## src/rtl/multi_mode_ff_bank.sv

```systemverilog
// multi_mode_ff_bank
// ------------------
// Bank of WIDTH edge-triggered flip-flops sharing one clock. A runtime mode
// selects D, T, JK or SR behaviour for every channel at once. The SR illegal
// input (S=R=1) holds the channel, sets a sticky per-channel error flag and
// bumps a saturating counter of cycles that contained at least one illegal
// channel.
//
// Ports
//   clk      in   1      rising-edge clock
//   rst      in   1      synchronous active-high reset
//   en       in   1      update enable (0 = q, qbar and err hold)
//   mode     in   2      00=D, 01=T, 10=JK, 11=SR
//   a        in   WIDTH  D / T / J / S per channel
//   b        in   WIDTH  unused / unused / K / R per channel
//   clr_err  in   1      synchronous clear of err and err_cnt (ignores en)
//   q        out  WIDTH  flip-flop state
//   qbar     out  WIDTH  ~q, registered alongside q
//   err      out  WIDTH  sticky SR-illegal flags
//   err_cnt  out  CNT_W  saturating count of illegal cycles
//
// There is no FSM and no handshake; every output is a plain register.
module multi_mode_ff_bank #(
  parameter int              WIDTH     = 8,
  parameter logic [WIDTH-1:0] RESET_VAL = '0,
  parameter int              CNT_W     = 4
) (
  input  logic             clk,
  input  logic             rst,
  input  logic             en,
  input  logic [1:0]       mode,
  input  logic [WIDTH-1:0] a,
  input  logic [WIDTH-1:0] b,
  input  logic             clr_err,
  output logic [WIDTH-1:0] q,
  output logic [WIDTH-1:0] qbar,
  output logic [WIDTH-1:0] err,
  output logic [CNT_W-1:0] err_cnt
);

  localparam logic [1:0] MODE_D  = 2'b00;
  localparam logic [1:0] MODE_T  = 2'b01;
  localparam logic [1:0] MODE_JK = 2'b10;
  localparam logic [1:0] MODE_SR = 2'b11;

  localparam logic [CNT_W-1:0] CNT_MAX = '1;
  localparam logic [CNT_W-1:0] CNT_ONE = CNT_W'(1);

  logic [WIDTH-1:0] q_next;
  logic [WIDTH-1:0] illegal_vec;
  logic             illegal_evt;
  logic [WIDTH-1:0] err_next;
  logic [CNT_W-1:0] cnt_next;

  // Per-channel next state. The JK and SR tables are written as bit-wise
  // set/clear masks so every known input pattern yields a known q.
  always_comb begin
    q_next = q;
    if (en) begin
      unique case (mode)
        MODE_D:  q_next = a;
        MODE_T:  q_next = q ^ a;
        // J&~K sets, ~J&K clears, J&K toggles, 00 holds.
        MODE_JK: q_next = (a & ~b) | (~b & q) | (a & b & ~q);
        // S&~R sets, ~S&R clears, 00 and the illegal 11 both hold.
        MODE_SR: q_next = (a & ~b) | (~(a ^ b) & q);
        default: q_next = q;
      endcase
    end
  end

  assign illegal_vec = (en && mode == MODE_SR) ? (a & b) : '0;
  assign illegal_evt = |illegal_vec;

  // A new illegal event outranks clr_err: the clear wipes history but the
  // current cycle's event is still recorded.
  always_comb begin
    err_next = err;
    cnt_next = err_cnt;
    if (illegal_evt) begin
      if (clr_err) begin
        err_next = illegal_vec;
        cnt_next = CNT_ONE;
      end else begin
        err_next = err | illegal_vec;
        // Saturation decided on the pre-increment value.
        cnt_next = (err_cnt == CNT_MAX) ? CNT_MAX : err_cnt + CNT_ONE;
      end
    end else if (clr_err) begin
      err_next = '0;
      cnt_next = '0;
    end
  end

  always_ff @(posedge clk) begin
    if (rst) begin
      q       <= RESET_VAL;
      qbar    <= ~RESET_VAL;
      err     <= '0;
      err_cnt <= '0;
    end else begin
      q       <= q_next;
      qbar    <= ~q_next;
      err     <= err_next;
      err_cnt <= cnt_next;
    end
  end

endmodule

```

## config.mk

```make
export PLATFORM = sky130hd
export DESIGN_NAME = multi_mode_ff_bank
export DESIGN_NICKNAME = d
export VERILOG_FILES = /design/src/rtl/multi_mode_ff_bank.sv
export SDC_FILE = /design/constraint.sdc
export NUM_CORES = 1
export LEC_CHECK = 0
export ABC_AREA = 1
export CAP_MARGIN = 20
export CORE_UTILIZATION = 51
export CTS_CLUSTER_SIZE = 25
export DETAILED_ROUTE_END_ITERATION = 12
export PLACE_DENSITY = 0.94
export SLEW_MARGIN = 20
export SYNTH_ARGS = -nofsm -noshare
export SYNTH_HDL_FRONTEND = slang
export SYNTH_SLANG_ARGS = --single-unit
```

## constraint.sdc

```tcl
create_clock -name clk -period 2.2 [get_ports clk]
set_clock_uncertainty 0.1 [all_clocks]
set_input_delay 0.22 -clock clk [delete_from_list [all_inputs] [get_ports clk]]
set_output_delay 0.22 -clock clk [all_outputs]
set_load 0.05 [all_outputs]
```

Word-level counts from Yosys, hierarchy flattened. Index checks and enable logic that the tools add are counted.

Register bits after elaboration: 28. Output and inout port bits: 28.

$add $sub $neg: 1. Equality and inequality tests: 4. Mux-type cells: 10. Bitwise logic cells: 15. Reduce and logical (&&, ||, !) cells: 4.

Operator list (count): bitwise AND 8 bit (5); two-way mux 8 bit (5); NOT 8 bit (4); OR 8 bit (4); one-hot mux 8 bit (4 select lines) (1); two-way mux 4 bit (4); bitwise XOR 8 bit (2); OR reduction 8 bit (1); adder 4 x 1 -> 4 bit, second input constant (1); equality test 2 bit, second input constant (2); equality test 4 bit, second input constant (1); equality test 2 x 1 -> 1 bit, second input constant (1); logical NOT 2 bit (1); nonzero test 2 bit (1); logical AND 1 bit (1).

Depth between registers and ports, before layout. Gate-level depths: netlist of the first run.

Word-level depth: 7. Mapped depth: 9.

Worst setup path before layout of the first run. No wires, ideal clock.

Path kind: flip-flop to flip-flop. Start: register err_cnt[0]. End: register err_cnt[1]. Setup time: 64 ps. Data arrival time: 1328 ps. Required time: 2036 ps. Slack: 707 ps. Cell stages (with the launch flop): 8. Path buffers: 0. Period minus slack after synthesis: 1493 ps. Cells stage by stage: dfxtp_1 > ha_1 > nand3_1 > nand2_1 > inv_1 > nand2_1 > nand2_1 > nor2_1.

Longest elaborated chain between the ends: 4. Elaborated cells on any way between the ends: 5.

RTL lines: start, declared (line 38) `output logic [CNT_W-1:0] err_cnt`; start signal, assigned (line 105) `err_cnt <= cnt_next;`; adder 4 x 1 -> 4 bit / equality test 4 bit (equally long branches) (line 87) `cnt_next = (err_cnt == CNT_MAX) ? CNT_MAX : err_cnt + CNT_ONE;`; two-way mux 4 bit * (line 87); two-way mux 4 bit * (line 81) `if (clr_err) begin`; two-way mux 4 bit * (line 80) `if (illegal_evt) begin`.

Mark *: on every way between the ends. The rest lies on a longest branch, timed or not. A chain may end at the register's enable or synchronous reset.

Worst setup path after layout of the first run.
Start: register err_cnt[3]. End: output err_cnt[3].

No word-level cell between the ends.

==> out/qor.txt, run 1 <==
======================================================================================================
Number of standard-cell rows in the floorplan                                                       20
Cell family with the largest share of critical-path delay                                 buffers and inverters
Leakage power total                                                                            1.13 nW
Place WS                                                                                        289 ps
Initial cell density of the core                                                                 0.554
Kind of launch point of the worst setup path                                                  register
Final clock period utilization by the worst path                                                 0.872
Antenna-violating nets left                                                                          0
Type of the worst setup path                                                              register to primary output
Layout overhead on the synthesized area                                                          32.4%
Number of buffers created by CTS                                                                     3
Worst setup slack after layout                                                                  281 ps
CORE AREA                                                                                    3150 um^2
Number of design-rule violations left by the first detailed-router iteration                       140
Count of instances resized after the clock tree is built                                             0
Worst IR drop on VDD                                                                          0.351 mV
Maximum level of the CTS H-tree                                                                      1
CTS Hold Bufs                                                                                        0
Max_cap viols                                                                                        0
Global route overflow                                                                                0
Worst Max-Slew Pin Slew                                                                         501 ps
Number of antenna violations at the first check in global routing                                    0
Die outline area                                                                             3660 um^2
Parity-gate share of the synthesized area counting xor and xnor cells                                0
Placer's final routability congestion estimate                                                   0.904
Clock net sink count                                                                                28
Power per standard cell area                                                               517 nW/um^2
Headroom to the max-slew limit                                                                   0.665
Clock transition at the register clock pins on the worst setup and hold paths after CTS         150 ps
Wire length of the first global-routing pass                                                   7290 um
CP arrival                                                                                     1600 ps
Status                                                                                    finished clean
Critical path capture point type                                                          primary output
Distinct cells, synth                                                                               24
Design Power                                                                                   1.19 mW
Highest-count cells in the layout ignoring fill and taps                                  sky130_fd_sc_hd__nand2_1, sky130_fd_sc_hd__clkdlybuf4s50_1, sky130_fd_sc_hd__inv_1
Largest fanout of any net on the critical path                                                       6
Mux contribution to synthesized area                                                                 0
Clock tree from TritonCTS                                                                         done
Insertion delay to the later sink of the worst-skew pair                                        340 ps
Routed len/inst                                                                                12.1 um
Setup repair after global routing missed its margin                                              false
Share of power burned in combinational logic                                                     0.320
Max stage delay cell, worst path                                                          sky130_fd_sc_hd__clkdlybuf4s50_1
Net count, final                                                                                   355
Net switching share of the total power                                                           0.349
Total via count after detailed routing                                                           1,824
Register area share after synthesis                                                              0.321
Flop pwr share                                                                                   0.463
Setup TNS                                                                                         0 ps
Maximum clock path buffer count                                                                      2
Clk Tree Root Cell                                                                        sky130_fd_sc_hd__clkbuf_4
Post-detail-place hpwl                                                                         3340 um
Internal power contribution                                                                     778 uW
Mean instance size in the synthesized netlist                                                6.61 um^2
Combinational family with the most area after synthesis                                   simple AND/OR/NAND/NOR gates
Vias per std cell                                                                                 5.08
Simple-gate share of the synthesized area                                                        0.320
Clock network power share                                                                        0.217
Fraction of the mapped netlist area in adder cells                                               0.122
Layout cells sized above 1                                                                      0.0540
I/O pin count                                                                                       50
Number of detailed-route iterations in the first pass                                                4
Pins over their slew limit                                                                           0
Reported net switching power                                                                    417 uW
Vert. Die Dim                                                                                  60.5 um
Post-synthesis instance area                                                                 1750 um^2
Setup violations, final                                                                              0
Data required time at the worst endpoint                                                       1880 ps
Fraction of the mapped netlist area in compound gates                                            0.111
Pin count of the biggest net entering global routing                                                17
Synthesis warning total                                                                              0
Buffers inserted during post-CTS setup optimization                                                  0
Die width                                                                                      60.5 um
Total of flip-flops plus latches after synthesis                                                    28
Peak Freq                                                                                    0.521 GHz
Buffer and inverter count on the worst path                                                          1
Final WL                                                                                       4340 um
Vias in the first global route                                                                   1,794
Time the worst path needs with I/O delays and setup                                            1920 ps
Overall routing resource usage                                                                   0.264
Total of buffers placed on input and output ports                                                   49
Critical path's largest stage delay                                                             830 ps
Total inserted antenna cells                                                                         0
Commonest non-fill, non-tap cell in the layout                                            sky130_fd_sc_hd__nand2_1
Cells traversed along the worst timing path                                               clkdlybuf4s50_1
Instance count of the mapped netlist                                                               264
Final Hold Viols                                                                                     0
Class of the worst hold path                                                              register to register
Syn nets                                                                                           303
DRC violations left                                                                                  0
======================================================================================================
[logic make-up (layout without fill, tap and decap cells)]
kind of cell / after synthesis / in the layout
AO/OA/AOI/OAI: 33 / 33
buffers and inverters: 53 / 104
adder cells (fa/ha/maj): 17 / 17
flip-flops: 28 / 28
AND/OR/NAND/NOR: 133 / 133
[path summary, 6_finish.rpt]
| check | startpoint | end | cells after the start | slack [ps] |
|---|---|---|---|---|
| worst max register to register | err_cnt[0]$_SDFFE_PP0P_ | err_cnt[3]$_SDFFE_PP0P_ | 5 | 960 |
| worst min-delay path | err[5]$_SDFFE_PP0P_ | err[5]$_SDFFE_PP0P_ | 2 | 380 |
| worst min register to register | err[5]$_SDFFE_PP0P_ | err[5]$_SDFFE_PP0P_ | 2 | 380 |
| worst max-delay path | err_cnt[3]$_SDFFE_PP0P_ | err_cnt[3] | 1 | 280 |
[layer usage]
layer  wire length, um  global-route usage
met1              1800               0.298
met5                 0                   0
met3               310              0.0426
met2              2150               0.484
met4                82               0.123
[cells in the mapped netlist]
library cell,n,area (um^2)
sky130_fd_sc_hd__a21oi_1,13,65.1
sky130_fd_sc_hd__a21oi_2,1,8.76
sky130_fd_sc_hd__a32o_1,1,10.0
sky130_fd_sc_hd__buf_2,1,5.00
sky130_fd_sc_hd__buf_6,2,22.5
sky130_fd_sc_hd__clkbuf_1,1,3.75
sky130_fd_sc_hd__clkinv_4,1,8.76
sky130_fd_sc_hd__dfxtp_1,28,561
sky130_fd_sc_hd__ha_1,17,213
sky130_fd_sc_hd__inv_1,46,173
sky130_fd_sc_hd__inv_2,2,7.51
sky130_fd_sc_hd__nand2_1,69,259
sky130_fd_sc_hd__nand2_2,4,25.0
sky130_fd_sc_hd__nand3_1,21,105
sky130_fd_sc_hd__nand4_1,6,37.5
sky130_fd_sc_hd__nor2_1,32,120
sky130_fd_sc_hd__nor2_4,1,11.3
sky130_fd_sc_hd__o211ai_1,1,7.51
sky130_fd_sc_hd__o21ai_0,4,20.0
sky130_fd_sc_hd__o21ai_1,6,30.0
sky130_fd_sc_hd__o21ai_2,2,17.5
sky130_fd_sc_hd__o21bai_1,2,15.0
sky130_fd_sc_hd__o22ai_1,2,12.5
sky130_fd_sc_hd__o31ai_1,1,7.51
[cell type report]
type / count / area [um^2]
Clock buffer: 4 / 36.3
Fill cell: 256 / 842
Multi-Input combinational cell: 183 / 965
Tap cell: 44 / 55.1
Timing Repair Buffer: 51 / 505
Sequential cell: 28 / 561
Inverter: 49 / 189
[power by group through the flow]
stage,sequential (mW),combinational (mW),clock (mW)
floorplan,0.660,0.142,0
global placement,0.563,0.369,0
detailed placement,0.564,0.378,0
CTS,0.553,0.381,0.262
global route,0.557,0.416,0.280
finish,0.553,0.382,0.259
[stage by stage]
| step | instances | area, um^2 | hold WS [ps] | util |
|---|---|---|---|---|
| 6_report | 359 | 2310 | 379 | 0.733 |
| 5_1_grt | 359 | 2310 | 416 | 0.733 |
| 4_1_cts | 359 | 2310 | 379 | 0.733 |
| 3_5_place_dp | 355 | 2270 | 359 | 0.721 |
| 3_3_place_gp | 355 | 2270 | 356 | 0.721 |
| 2_1_floorplan | 264 | 1750 | 189 | - |
Note: power is estimated with default switching activity, not from simulation.
==> run 2: changes to the inputs <==
Settings changed: SLEW_MARGIN 20 to unset.
==> results of run 2 <==
No change in the layout: final DEF, timing and power equal those of run 1.
==> run 3: changes to the inputs <==
Settings changed: SKIP_CTS_REPAIR_TIMING set to 1.
==> results of run 3 <==
No change in the layout: final DEF, timing and power equal those of run 1.
